File: src/rtl/alu_pkg.sv
// Shared types for the ALU command initiator: operation codes and FSM states.
package alu_pkg;

  typedef enum logic [3:0] {
    ADD = 4'd1,
    SUB = 4'd2,
    MUL = 4'd3
  } cmd_e;

  typedef enum logic [1:0] {
    IDLE,
    ISSUE,
    RESP
  } state_e;

endpackage

File: src/rtl/alu_master_if.sv
// Request, response and ALU command signals of alu_master, bundled in one interface.
interface alu_master_if #(
  parameter int unsigned WIDTH = 8
);

  logic             req_valid_i;
  logic             req_ready_o;
  logic [3:0]       req_cmd_i;
  logic [WIDTH-1:0] req_a_i;
  logic [WIDTH-1:0] req_b_i;

  logic             rsp_valid_o;
  logic             rsp_ready_i;
  logic [WIDTH:0]   rsp_data_o;
  logic             rsp_err_o;

  logic             alu_valid_o;
  logic             alu_ready_i;
  logic [3:0]       alu_cmd_o;
  logic [WIDTH-1:0] alu_a_o;
  logic [WIDTH-1:0] alu_b_o;
  logic [WIDTH:0]   alu_x_i;

  modport master (
    input  req_valid_i, req_cmd_i, req_a_i, req_b_i,
    input  rsp_ready_i, alu_ready_i, alu_x_i,
    output req_ready_o, rsp_valid_o, rsp_data_o, rsp_err_o,
    output alu_valid_o, alu_cmd_o, alu_a_o, alu_b_o
  );

  modport slave (
    output req_valid_i, req_cmd_i, req_a_i, req_b_i,
    output rsp_ready_i, alu_ready_i, alu_x_i,
    input  req_ready_o, rsp_valid_o, rsp_data_o, rsp_err_o,
    input  alu_valid_o, alu_cmd_o, alu_a_o, alu_b_o
  );

endinterface

File: src/rtl/sat_counter.sv
// Event counter that sticks at all-ones instead of wrapping.
module sat_counter #(
  parameter int unsigned W = 16
) (
  input  logic         clk,
  input  logic         rst_n,
  input  logic         inc,
  output logic [W-1:0] count
);

  logic [W-1:0] count_q, count_d;

  always_comb begin
    count_d = count_q;
    if (inc && (count_q != '1)) begin
      count_d = count_q + W'(1);
    end
  end

  always_ff @(posedge clk or negedge rst_n) begin
    if (!rst_n) begin
      count_q <= '0;
    end else begin
      count_q <= count_d;
    end
  end

  assign count = count_q;

endmodule

File: src/rtl/alu_master.sv
// Initiator for the ALU valid/ready port: holds each command until the ALU answers
// or a watchdog expires, then returns the result on a backpressured response stream.
module alu_master
  import alu_pkg::*;
#(
  parameter int unsigned WIDTH   = 8,
  parameter int unsigned TIMEOUT = 8,
  parameter int unsigned CNT_W   = 16
) (
  input  logic             clk_i,
  input  logic             rst_ni,
  alu_master_if.master     bus,
  output logic [CNT_W-1:0] done_cnt_o,
  output logic [CNT_W-1:0] err_cnt_o
);

  localparam int unsigned RESP_W = WIDTH + 1;
  localparam int unsigned TMO_W  = 8;

  state_e            state_q, state_d;
  logic [3:0]        cmd_q, cmd_d;
  logic [WIDTH-1:0]  a_q, a_d;
  logic [WIDTH-1:0]  b_q, b_d;
  logic [RESP_W-1:0] data_q, data_d;
  logic              err_q, err_d;
  logic              alu_valid_q, alu_valid_d;
  logic              rsp_valid_q, rsp_valid_d;
  logic [TMO_W-1:0]  tmo_q, tmo_d;

  logic accept;
  logic alu_done;
  logic timed_out;

  assign accept    = (state_q == IDLE) && bus.req_valid_i;
  assign alu_done  = (state_q == ISSUE) && bus.alu_ready_i;
  // A ready pulse in the final watchdog cycle still counts as success.
  assign timed_out = (state_q == ISSUE) && !bus.alu_ready_i &&
                     (tmo_q == TMO_W'(TIMEOUT - 1));

  always_ff @(posedge clk_i or negedge rst_ni) begin
    if (!rst_ni) begin
      state_q     <= IDLE;
      cmd_q       <= '0;
      a_q         <= '0;
      b_q         <= '0;
      data_q      <= '0;
      err_q       <= 1'b0;
      alu_valid_q <= 1'b0;
      rsp_valid_q <= 1'b0;
      tmo_q       <= '0;
    end else begin
      state_q     <= state_d;
      cmd_q       <= cmd_d;
      a_q         <= a_d;
      b_q         <= b_d;
      data_q      <= data_d;
      err_q       <= err_d;
      alu_valid_q <= alu_valid_d;
      rsp_valid_q <= rsp_valid_d;
      tmo_q       <= tmo_d;
    end
  end

  always_comb begin
    state_d = state_q;
    case (state_q)
      IDLE:    if (accept) state_d = ISSUE;
      ISSUE:   if (alu_done || timed_out) state_d = RESP;
      RESP:    if (bus.rsp_ready_i) state_d = IDLE;
      default: state_d = IDLE;
    endcase
  end

  always_comb begin
    cmd_d       = cmd_q;
    a_d         = a_q;
    b_d         = b_q;
    data_d      = data_q;
    err_d       = err_q;
    alu_valid_d = alu_valid_q;
    rsp_valid_d = rsp_valid_q;
    tmo_d       = tmo_q;
    case (state_q)
      IDLE: begin
        if (accept) begin
          cmd_d       = bus.req_cmd_i;
          a_d         = bus.req_a_i;
          b_d         = bus.req_b_i;
          tmo_d       = '0;
          alu_valid_d = 1'b1;
        end
      end
      ISSUE: begin
        tmo_d = tmo_q + TMO_W'(1);
        if (alu_done) begin
          data_d      = bus.alu_x_i;
          err_d       = 1'b0;
          alu_valid_d = 1'b0;
          rsp_valid_d = 1'b1;
        end else if (timed_out) begin
          data_d      = '0;
          err_d       = 1'b1;
          alu_valid_d = 1'b0;
          rsp_valid_d = 1'b1;
        end
      end
      RESP: begin
        if (bus.rsp_ready_i) rsp_valid_d = 1'b0;
      end
      default: ;
    endcase
  end

  assign bus.req_ready_o = (state_q == IDLE);
  assign bus.alu_valid_o = alu_valid_q;
  assign bus.alu_cmd_o   = cmd_q;
  assign bus.alu_a_o     = a_q;
  assign bus.alu_b_o     = b_q;
  assign bus.rsp_valid_o = rsp_valid_q;
  assign bus.rsp_data_o  = data_q;
  assign bus.rsp_err_o   = err_q;

  sat_counter #(.W(CNT_W)) u_done_cnt (
    .clk   (clk_i),
    .rst_n (rst_ni),
    .inc   (alu_done),
    .count (done_cnt_o)
  );

  sat_counter #(.W(CNT_W)) u_err_cnt (
    .clk   (clk_i),
    .rst_n (rst_ni),
    .inc   (timed_out),
    .count (err_cnt_o)
  );

endmodule

File: src/flat_wrapper.sv
// flat-port wrapper written by rule: the top's interface ports become plain ports
module alu_master_flat import alu_pkg::*;
#(
  parameter int unsigned WIDTH   = 8,
  parameter int unsigned TIMEOUT = 8,
  parameter int unsigned CNT_W   = 16
)
  (clk_i, rst_ni, done_cnt_o, err_cnt_o, bus_req_valid_i, bus_req_cmd_i, bus_req_a_i, bus_req_b_i, bus_rsp_ready_i, bus_alu_ready_i, bus_alu_x_i, bus_req_ready_o, bus_rsp_valid_o, bus_rsp_data_o, bus_rsp_err_o, bus_alu_valid_o, bus_alu_cmd_o, bus_alu_a_o, bus_alu_b_o);
  alu_master_if #(.WIDTH(WIDTH)) bus_i ();
  input  logic clk_i;
  input  logic rst_ni;
  output logic [CNT_W-1:0] done_cnt_o;
  output logic [CNT_W-1:0] err_cnt_o;
  input wire logic [$bits(bus_i.req_valid_i)-1:0] bus_req_valid_i;
  input wire logic [$bits(bus_i.req_cmd_i)-1:0] bus_req_cmd_i;
  input wire logic [$bits(bus_i.req_a_i)-1:0] bus_req_a_i;
  input wire logic [$bits(bus_i.req_b_i)-1:0] bus_req_b_i;
  input wire logic [$bits(bus_i.rsp_ready_i)-1:0] bus_rsp_ready_i;
  input wire logic [$bits(bus_i.alu_ready_i)-1:0] bus_alu_ready_i;
  input wire logic [$bits(bus_i.alu_x_i)-1:0] bus_alu_x_i;
  output wire logic [$bits(bus_i.req_ready_o)-1:0] bus_req_ready_o;
  output wire logic [$bits(bus_i.rsp_valid_o)-1:0] bus_rsp_valid_o;
  output wire logic [$bits(bus_i.rsp_data_o)-1:0] bus_rsp_data_o;
  output wire logic [$bits(bus_i.rsp_err_o)-1:0] bus_rsp_err_o;
  output wire logic [$bits(bus_i.alu_valid_o)-1:0] bus_alu_valid_o;
  output wire logic [$bits(bus_i.alu_cmd_o)-1:0] bus_alu_cmd_o;
  output wire logic [$bits(bus_i.alu_a_o)-1:0] bus_alu_a_o;
  output wire logic [$bits(bus_i.alu_b_o)-1:0] bus_alu_b_o;
  assign bus_i.req_valid_i = bus_req_valid_i;
  assign bus_i.req_cmd_i = bus_req_cmd_i;
  assign bus_i.req_a_i = bus_req_a_i;
  assign bus_i.req_b_i = bus_req_b_i;
  assign bus_i.rsp_ready_i = bus_rsp_ready_i;
  assign bus_i.alu_ready_i = bus_alu_ready_i;
  assign bus_i.alu_x_i = bus_alu_x_i;
  assign bus_req_ready_o = bus_i.req_ready_o;
  assign bus_rsp_valid_o = bus_i.rsp_valid_o;
  assign bus_rsp_data_o = bus_i.rsp_data_o;
  assign bus_rsp_err_o = bus_i.rsp_err_o;
  assign bus_alu_valid_o = bus_i.alu_valid_o;
  assign bus_alu_cmd_o = bus_i.alu_cmd_o;
  assign bus_alu_a_o = bus_i.alu_a_o;
  assign bus_alu_b_o = bus_i.alu_b_o;
  alu_master #(.WIDTH(WIDTH), .TIMEOUT(TIMEOUT), .CNT_W(CNT_W)) u_core (.clk_i(clk_i), .rst_ni(rst_ni), .bus(bus_i), .done_cnt_o(done_cnt_o), .err_cnt_o(err_cnt_o));
endmodule
File: config.mk
export PLATFORM = sky130hd
export DESIGN_NAME = alu_master_flat
export DESIGN_NICKNAME = d
export VERILOG_FILES = /design/src/rtl/alu_pkg.sv /design/src/rtl/alu_master_if.sv /design/src/rtl/sat_counter.sv /design/src/rtl/alu_master.sv /design/src/flat_wrapper.sv
export SDC_FILE = /design/constraint.sdc
export NUM_CORES = 1
export LEC_CHECK = 0
export CAP_MARGIN = 20
export CORE_AREA = 2 2 88 90
export CTS_BUF_LIST = sky130_fd_sc_hd__clkbuf_4 sky130_fd_sc_hd__clkbuf_8 sky130_fd_sc_hd__clkbuf_16
export CTS_CLUSTER_SIZE = 28
export DETAILED_ROUTE_END_ITERATION = 6
export DIE_AREA = 0 0 90 92
export GPL_TIMING_DRIVEN = 0
export PLACE_DENSITY = 0.8
export RECOVER_POWER = 50
export SYNTH_ARGS = -nofsm -noshare
export SYNTH_HDL_FRONTEND = slang
export SYNTH_SLANG_ARGS = --single-unit
File: constraint.sdc
create_clock -name clk_i -period 2.3 [get_ports clk_i]
set_clock_uncertainty 0.2 [all_clocks]
set_input_delay 0.46 -clock clk_i [delete_from_list [all_inputs] [get_ports clk_i]]
set_output_delay 0.46 -clock clk_i [all_outputs]
set_load 0.03 [all_outputs]
-- After elaboration in Yosys (flattened, before gate mapping)
Index checks and enable logic that the tools add are counted.
- bits of input ports: 34
- output and inout port bits: 65
- logic and storage cells: 58
- register bits: 74
- $add $sub $neg: 3
- reductions and logical operators: 18
- equality and inequality tests: 9
- mux-type cells: 17
- operators with widths (cell ; count):
    adder 16 x 1 -> 16 bit (second input constant) ; 2
    != test 16 bit (second input constant) ; 2
    2-to-1 mux 9 bit ; 2
    case mux 8 bit (2 select lines) ; 1
    AND reduction 3 bit ; 3
    adder 8 x 1 -> 8 bit (second input constant) ; 1
    == test 8 x 3 -> 1 bit (second input constant) ; 1
    2-to-1 mux 8 bit ; 1
    2-to-1 mux 1 bit ; 7
    logical AND 1 bit ; 6
    2-to-1 mux 2 bit ; 3
    case mux 2 bit (3 select lines) ; 1
    AND reduction 2 bit ; 3
    nonzero test 2 bit ; 3
    != test 2 bit (second input constant) ; 2
    case mux 1 bit (2 select lines) ; 2
    != test 3 x 1 -> 1 bit (second input constant) ; 1
    == test 2 x 1 -> 1 bit (second input constant) ; 1
    == test 2 bit (second input constant) ; 1
    zero test 2 bit ; 1
    != test 2 x 1 -> 1 bit (second input constant) ; 1
    zero test 1 bit ; 1
    logical OR 1 bit ; 1

-- Longest topological paths before layout
Gate-level depths: netlist (run 1).
- depth after elaboration: 6
- depth in mapped cells: 7
- mapped depth without buffers: 6

-- Cells and area by module
A second synthesis (run 1) with hierarchy kept.
- cells, all modules: 337
- area, all modules: 3565.9 um^2
- modules (own cells, without submodules) (module ; area an instance (um^2) ; seq. area each (um^2) ; times used ; cells each):
    alu_master ; 1846.8 ; 1051.0 ; 1 ; 193
    sat_counter ; 859.6 ; 400.4 ; 2 ; 72

-- Least setup slack after synthesis (run 1)
Ideal clock, no wire load.
- kind: flip-flop to flip-flop
- from: reg u_core.u_err_cnt.count_q[0] (netlist: u_core.u_err_cnt.count[0])
- to: reg u_core.u_err_cnt.count_q[1] (netlist: u_core.u_err_cnt.count[1])
- setup slack: 0.222 ns
- path buffers: 0
- arrival time: 1.753 ns
- period minus slack after synthesis: 2.078 ns
- stages on the path, launching flop included: 6
- required time: 1.975 ns
- cell sequence: dfrtp_1 > ha_1 > nand3_2 > nor4_4 > nor2_2 > mux2_4
- cells in the longest elaborated chain, start to end: 2
- ends and longest elaborated chain (what ; line ; RTL):
    start: declaration ; sat_counter.sv:11 ; logic [W-1:0] count_q, count_d;
    start signal: assignment ; sat_counter.sv:24 ; count_q <= count_d;
    parallel branches: the longest is 2 deep, another holds adder 16 x 1 -> 16 bit ; n/a ;
Parallel ways; which one is timed is not known.
A chain may end at the register's enable or synchronous reset.

-- Final worst setup path (run 1)
- from: reg u_core.u_err_cnt.count_q[10] (netlist: u_core.u_err_cnt.count[10])
- to: out err_cnt_o[10]
- RTL lines (what ; line ; RTL):
    end: declaration ; flat_wrapper.sv:13 ; output logic [CNT_W-1:0] err_cnt_o;
No word-level cell between the ends.

==> results of run 1 <==
==> layout by cell type, fill, tap and decap left out, types with 3 or more instances in the layout <==
master	synthesis	final
xor2_1	20	20
a21oi_1	4	4
nand2b_1	3	3
dlygate4sd3_1	0	10
nand4_1	12	12
ha_1	8	8
a22o_1	11	11
mux2_2	24	24
nand2_1	15	15
clkbuf_8	0	10
nor3_1	15	15
xnor2_1	8	8
dfrtp_1	74	74
nor2_1	13	14
clkdlybuf4s50_1	0	86
o21ai_0	10	10
nand3_1	12	12
nor4_1	6	5
and3_1	5	5
inv_1	10	10
clkbuf_1	3	4
==> metrics by stage <==
| step | TNS (ps) | worst slack, ps | hold WS [ps] | instance area (sq um) | util |
|---|---|---|---|---|---|
| after floorplan | 0 | 222 | -35.6 | 3470 | - |
| after global placement | -148170 | -2000 | 283 | 4580 | 0.614 |
| after detailed placement | -1210 | -345 | 253 | 4590 | 0.617 |
| after CTS | 0 | 7.97 | 310 | 4820 | 0.648 |
| after global routing | 0 | 9.12 | 320 | 4790 | 0.643 |
| final | 0 | 75.0 | 303 | 4790 | 0.643 |
==> state kept, by name, indices dropped and copies added (netlist names) <==
name / count
u_core.u_done_cnt.count: 16
u_core.u_err_cnt.count: 16
u_core.bus.rsp_data_o: 9
u_core.bus.alu_a_o: 8
u_core.bus.alu_b_o: 8
u_core.tmo_q: 8
u_core.bus.alu_cmd_o: 4
u_core.state_q: 2
u_core.bus.alu_valid_o: 1
u_core.bus.rsp_err_o: 1
u_core.bus.rsp_valid_o: 1
==> cell type report <==
cell class / count / share of cell area
repair buffers: 100 / 0.208
multi-input cells: 200 / 0.322
well taps: 102 / 0.0267
clock inverters: 6 / 0.0152
clock buffers: 10 / 0.0288
plain buffers: 5 / 0.00497
flip-flops and latches: 74 / 0.387
inverters: 10 / 0.00784
==> metal layers <==
| layer | track usage | vias up |
|---|---|---|
| met1 | 0.256 | 1344 |
| met2 | 0.308 | 76 |
| met4 | 0.0564 | 0 |
| met5 | 0 | - |
| met3 | 0.0526 | 11 |
| li1 | - | 1283 |
==> cell usage after synthesis, types with 2 or more instances <==
library cell	count	area, sq um
dfrtp_1	74	1850
mux2_2	24	270
xor2_1	20	175
nand2_1	15	56.3
nor3_1	15	75.1
nor2_1	13	48.8
nand3_1	12	60.1
nand4_1	12	75.1
a22o_1	11	96.3
inv_1	10	37.5
o21ai_0	10	50.1
ha_1	8	100
xnor2_1	8	70.1
nor4_1	6	37.5
and3_1	5	31.3
a21oi_1	4	20.0
clkbuf_1	3	11.3
nand2b_1	3	18.8
and2_1	2	12.5
buf_2	2	10.0
mux2_4	2	30.0
nor2_2	2	12.5
nor3b_1	2	15.0
nor4_4	2	42.5
o31ai_1	2	15.0
or2_2	2	12.5
==> final timing paths <==
check	depth (start not counted)	to	slack, ps	startpoint
setup / recovery	1	err_cnt_o[10]	80	u_core.u_err_cnt.count[10]
setup reg to reg	5	u_core.u_err_cnt.count[1]	120	u_core.u_err_cnt.count[0]
max in group asynchronous	3	u_core.bus.rsp_err_o	590	rst_ni
hold reg to reg	1	u_core.bus.alu_b_o[4]	300	u_core.bus.alu_b_o[4]
hold / removal	1	u_core.bus.alu_b_o[4]	300	u_core.bus.alu_b_o[4]
min in group asynchronous	2	u_core.bus.alu_b_o[4]	590	rst_ni
==> cells by family after synthesis <==
kind of cell / synth area share
AO/OA/AOI/OAI: 0.0671
XOR/XNOR: 0.0707
adder cells (fa/ha/maj): 0.0289
buffers and inverters: 0.0170
flip-flops: 0.534
multiplexers: 0.0927
AND/OR/NAND/NOR: 0.189
==> power groups by stage <==
stage               logic (W)  clock network (W)  registers (W)
detailed placement    0.00234                  0        0.00195
finish                0.00228            0.00106        0.00192
floorplan            0.000755                  0        0.00255
global placement      0.00229                  0        0.00193
global route          0.00244            0.00114        0.00197
CTS                   0.00234            0.00109        0.00192
==> what timing repair did <==
item	in CTS	in global routing
gates cloned	0	0
gates resized for setup	3	5
setup endpoints to repair	2	6
endpoints found under the hold margin	35	0
hold buffers	1	0
==> impl_metrics.json, run 1 <==
{
  "diodes": 0,
  "dr_wl_met2_mm": 3.69,
  "ir_drop_mv": 0.631,
  "drt.antenna.violating_nets": 0,
  "seq_area_sq_um": 1850,
  "path_clk_slew_ps": 90,
  "hold_viol": 0,
  "fillCellCount": 630,
  "wl_mm": 7.66,
  "p_int_w": 0.00321,
  "multiInputGateArea_sq_um": 1540,
  "first_global_vias": 2693,
  "fmax_mhz": 449,
  "power.share.combinational": 0.433,
  "relSlewSlack": 0.370,
  "finalMaxSlewViolations": 0,
  "wl_met3_um": 399,
  "rsz0062_at_grt": "no",
  "instances_no_fill": 507,
  "ios": 99,
  "finalNetCount": 442,
  "critPathLaunchType": "flip-flop",
  "syn_to_final_growth_pct": 38.0,
  "critical_path_arrival_ps": 1560,
  "drv_cap": 0,
  "cts_tree": "done",
  "vias": 2714,
  "fin_crit_sh": 0.967,
  "max_stage_delay_ps": 730,
  "viasPerCell": 5.35,
  "antenna_found_initial": 0,
  "htree_levels": 3,
  "worst-setup-path-type": "flip-flop to primary output",
  "numCtsBuffers": 9,
  "status": "completed",
  "path_buf_inv": 1,
  "period_minus_slack_ps": 2220,
  "synth_cells": 289,
  "synth_edf_count": 0,
  "ys_async_sr_fraction": 1.00,
  "portBuffers": 98,
  "synthFlopType": "dfrtp_1",
  "cts_sinks": 74,
  "synth.avg_cell_area_sq_um": 12.0,
  "pwr-share-clk": 0.201,
  "die_area_sq_um": 8280,
  "dieHeight_um": 92,
  "crit_chain": "clkdlybuf4s50_1",
  "synth-seq-cells": 74,
  "wl_met1_mm": 3.48,
  "dpl.hpwl_mm": 5.57,
  "ctsLongestPathBuffers": 2,
  "grt_pass1_wl_mm": 12.9,
  "hold_class": "flip-flop to flip-flop",
  "overflow": 0,
  "finalSetupViolCount": 0,
  "core_region_area_sq_um": 7450,
  "num_rows": 32,
  "drive_above_1_share": 0.151,
  "drc": 0,
  "syn_nets": 331,
  "fin_total_pwr_w": 0.00525,
  "seqPwrFrac": 0.365,
  "yosysSeqAreaShare": 0.534,
  "drt-wirelength-per-cell_um": 15.1,
  "place_inst": 490,
  "power_density_nw_per_um2": 1100,
  "drtIter0Drc": 186,
  "ys_types": 46,
  "yosys_warnings": 0,
  "fp.dieW_um": 90,
  "switching_share": 0.389,
  "clockRootBuffer": "clkbuf_8",
  "top_layer_used": "met4",
  "first_pass_iters": 4,
  "grt_usage": 0.192,
  "cp_top_family": "buffers and inverters",
  "max_slew.worst_pin.slew_ps": 945,
  "globalplace.congestion": 0.875,
  "clk_latency_ps": 340,
  "syn_area_sq_um": 3470,
  "required_ps": 1640,
  "critPathMaxFanout": 7,
  "grt_max_degree": 40,
  "post_cts_buffers": 0,
  "end_kind": "primary output",
  "p_switching_w": 0.00204,
  "p_leak_nw": 2.13,
  "initial_core_util": 0.466,
  "cp_slowest_cell": "clkdlybuf4s50_1"
}
Note: power is estimated with default switching activity, not from simulation.
==> run 2, diff against run 1 <==
Settings changed: GPL_ROUTABILITY_DRIVEN from default to 0, PLACE_DENSITY 0.8 to default, PLACE_DENSITY_LB_ADDON from default to 0.05.
==> run 2 against run 1 <==
  * Count of clock-buffer cells in the layout increased by 4
  * Register-to-register slack improved by 40 ps
  * First-iteration DRC count decreased by 62%
  * Largest cell class unchanged
  * Routed wire length increased by 2.5%
  * Fmax increased by 0.37%
  * Hold slack got worse by 2.2 ps
  * Critical path type unchanged
  * Cell area increased by 0.63%
==> impl_metrics.json, run 2 (synthesis gave the netlist of run 1 again) <==
{
  "grt_usage": 0.203,
  "num_rows": 32,
  "hold_depth": 1,
  "fin_crit_sh": 0.964,
  "r2r_cells": 7,
  "numCtsBuffers": 9,
  "finalNetCount": 443,
  "crit_chain": "clkdlybuf4s50_1",
  "antenna_found_initial": 0,
  "wl_mm": 7.85,
  "design_area_sq_um": 4820,
  "vias": 2696,
  "p_leak_nw": 2.14,
  "path_depth": 1,
  "drt.antenna.violating_nets": 0,
  "worstHoldStart": "u_core.bus.alu_a_o[3]",
  "initial_core_util": 0.466,
  "overflow": 0,
  "first_pass_iters": 4,
  "portBuffers": 98,
  "cts_sinks": 74,
  "first_global_vias": 2766,
  "path_buf_inv": 1,
  "cp_top_family": "buffers and inverters",
  "max_slew.worst_pin.slew_ps": 745,
  "max_stage_delay_ps": 720,
  "drive_above_1_share": 0.167,
  "path_clk_slew_ps": 80,
  "holdWs_ps": 301,
  "fillCellCount": 624,
  "ios": 99,
  "power_density_nw_per_um2": 1080,
  "grt_pass1_wl_mm": 13.4,
  "finalSetupTns_ps": 0,
  "die_area_sq_um": 8280,
  "drt-wirelength-per-cell_um": 15.5,
  "relSlewSlack": 0.499,
  "post-place-ws_ps": -363,
  "cp_slowest_cell": "clkdlybuf4s50_1",
  "drv_cap": 0,
  "period_minus_slack_ps": 2220,
  "diodes": 0,
  "worst-setup-path-type": "flip-flop to primary output",
  "layout_commonest_cell": "clkdlybuf4s50_1",
  "final_cell_mix": "clkdlybuf4s50_1, dfrtp_1, mux2_2",
  "hold_class": "flip-flop to flip-flop",
  "drc": 0,
  "finalMaxSlewViolations": 0,
  "critical_path_arrival_ps": 1560,
  "r2r_start": "u_core.state_q[1]",
  "setup_ws_ps": 83.3,
  "status": "completed",
  "dpl_cell_area_sq_um": 4600,
  "viasPerCell": 5.31,
  "cp-startpoint": "u_core.u_done_cnt.count[5]",
  "dpl.hpwl_mm": 5.63,
  "clk_latency_ps": 350,
  "core_region_area_sq_um": 7450,
  "fp.dieW_um": 90,
  "fmax_mhz": 451,
  "htree_levels": 3,
  "end_kind": "primary output",
  "critPathMaxFanout": 7,
  "critPathLaunchType": "flip-flop",
  "dieHeight_um": 92,
  "ctsLongestPathBuffers": 2,
  "grt_max_degree": 52,
  "finalSetupViolCount": 0,
  "cts_tree": "done",
  "rsz0062_at_grt": "yes",
  "clockRootBuffer": "clkbuf_8",
  "drtIter0Drc": 71,
  "ir_drop_mv": 0.651,
  "hold_viol": 0,
  "required_ps": 1640,
  "syn_to_final_growth_pct": 38.9
}
==> run 2: where the power goes <==
group / leakage, nW / switching, W / internal (W)
registers: 0.939 / 0.000252 / 0.00167
logic: 1.10 / 0.00129 / 0.00103
clock network: 0.103 / 0.000476 / 0.000502
total: 2.14 / 0.00202 / 0.00320
==> run 2: worst register-to-register path: stages (launching register included) <==
cell      delay [ps]
dfrtp_1          410
inv_2            100
ha_1             140
clkbuf_4         190
and2_4           180
nand3_2          140
nor4_2           320
mux2_1           350
==> run 2: path summary, 6_finish.rpt <==
path	end	slack [ps]
max in group asynchronous	u_core.bus.rsp_data_o[2]	730
min reg2reg	u_core.bus.alu_a_o[3]	300
min	u_core.bus.alu_a_o[3]	300
max reg2reg	u_core.u_done_cnt.count[14]	160
min in group asynchronous	u_core.bus.rsp_valid_o	480
max	done_cnt_o[5]	80
==> run 2: cell type report <==
| type | instances | area [sq um] | area share |
|---|---|---|---|
| sequential | 74 | 1850 | 0.385 |
| tap | 102 | 128 | 0.0265 |
| inverter | 10 | 37.5 | 0.00779 |
| timing repair buffer | 101 | 1020 | 0.212 |
| clock buffer | 14 | 180 | 0.0374 |
| buffer | 5 | 25.0 | 0.00520 |
| clock inverter | 2 | 10.0 | 0.00208 |
| multi-input combinational | 200 | 1560 | 0.324 |
==> run 2: per-stage QoR <==
| step | util | std cells | total power [W] |
|---|---|---|---|
| final | 0.647 | 508 | 0.00521 |
| after global routing | 0.647 | 508 | 0.00551 |
| after floorplan | - | 289 | 0.00331 |
| after detailed placement | 0.618 | 490 | 0.00429 |
| after global placement | 0.614 | 489 | 0.00424 |
| after CTS | 0.646 | 507 | 0.00528 |
==> run 2: repair_timing <==
item                                    in CTS  in global routing
gates resized for setup                      5                  6
endpoints found under the hold margin       23                  0
buffers inserted                             0                  1
hold buffers                                 1                  0
endpoints found under the setup margin       2                 19
pin swaps                                    0                  2
==> run 2: per-layer routing <==
layer	part of all wire	track usage	vias up
met5	0	0	-
met4	0.019	0.0872	0
met3	0.075	0.0633	12
met2	0.45	0.308	71
met1	0.45	0.270	1336
li1	-	-	1277
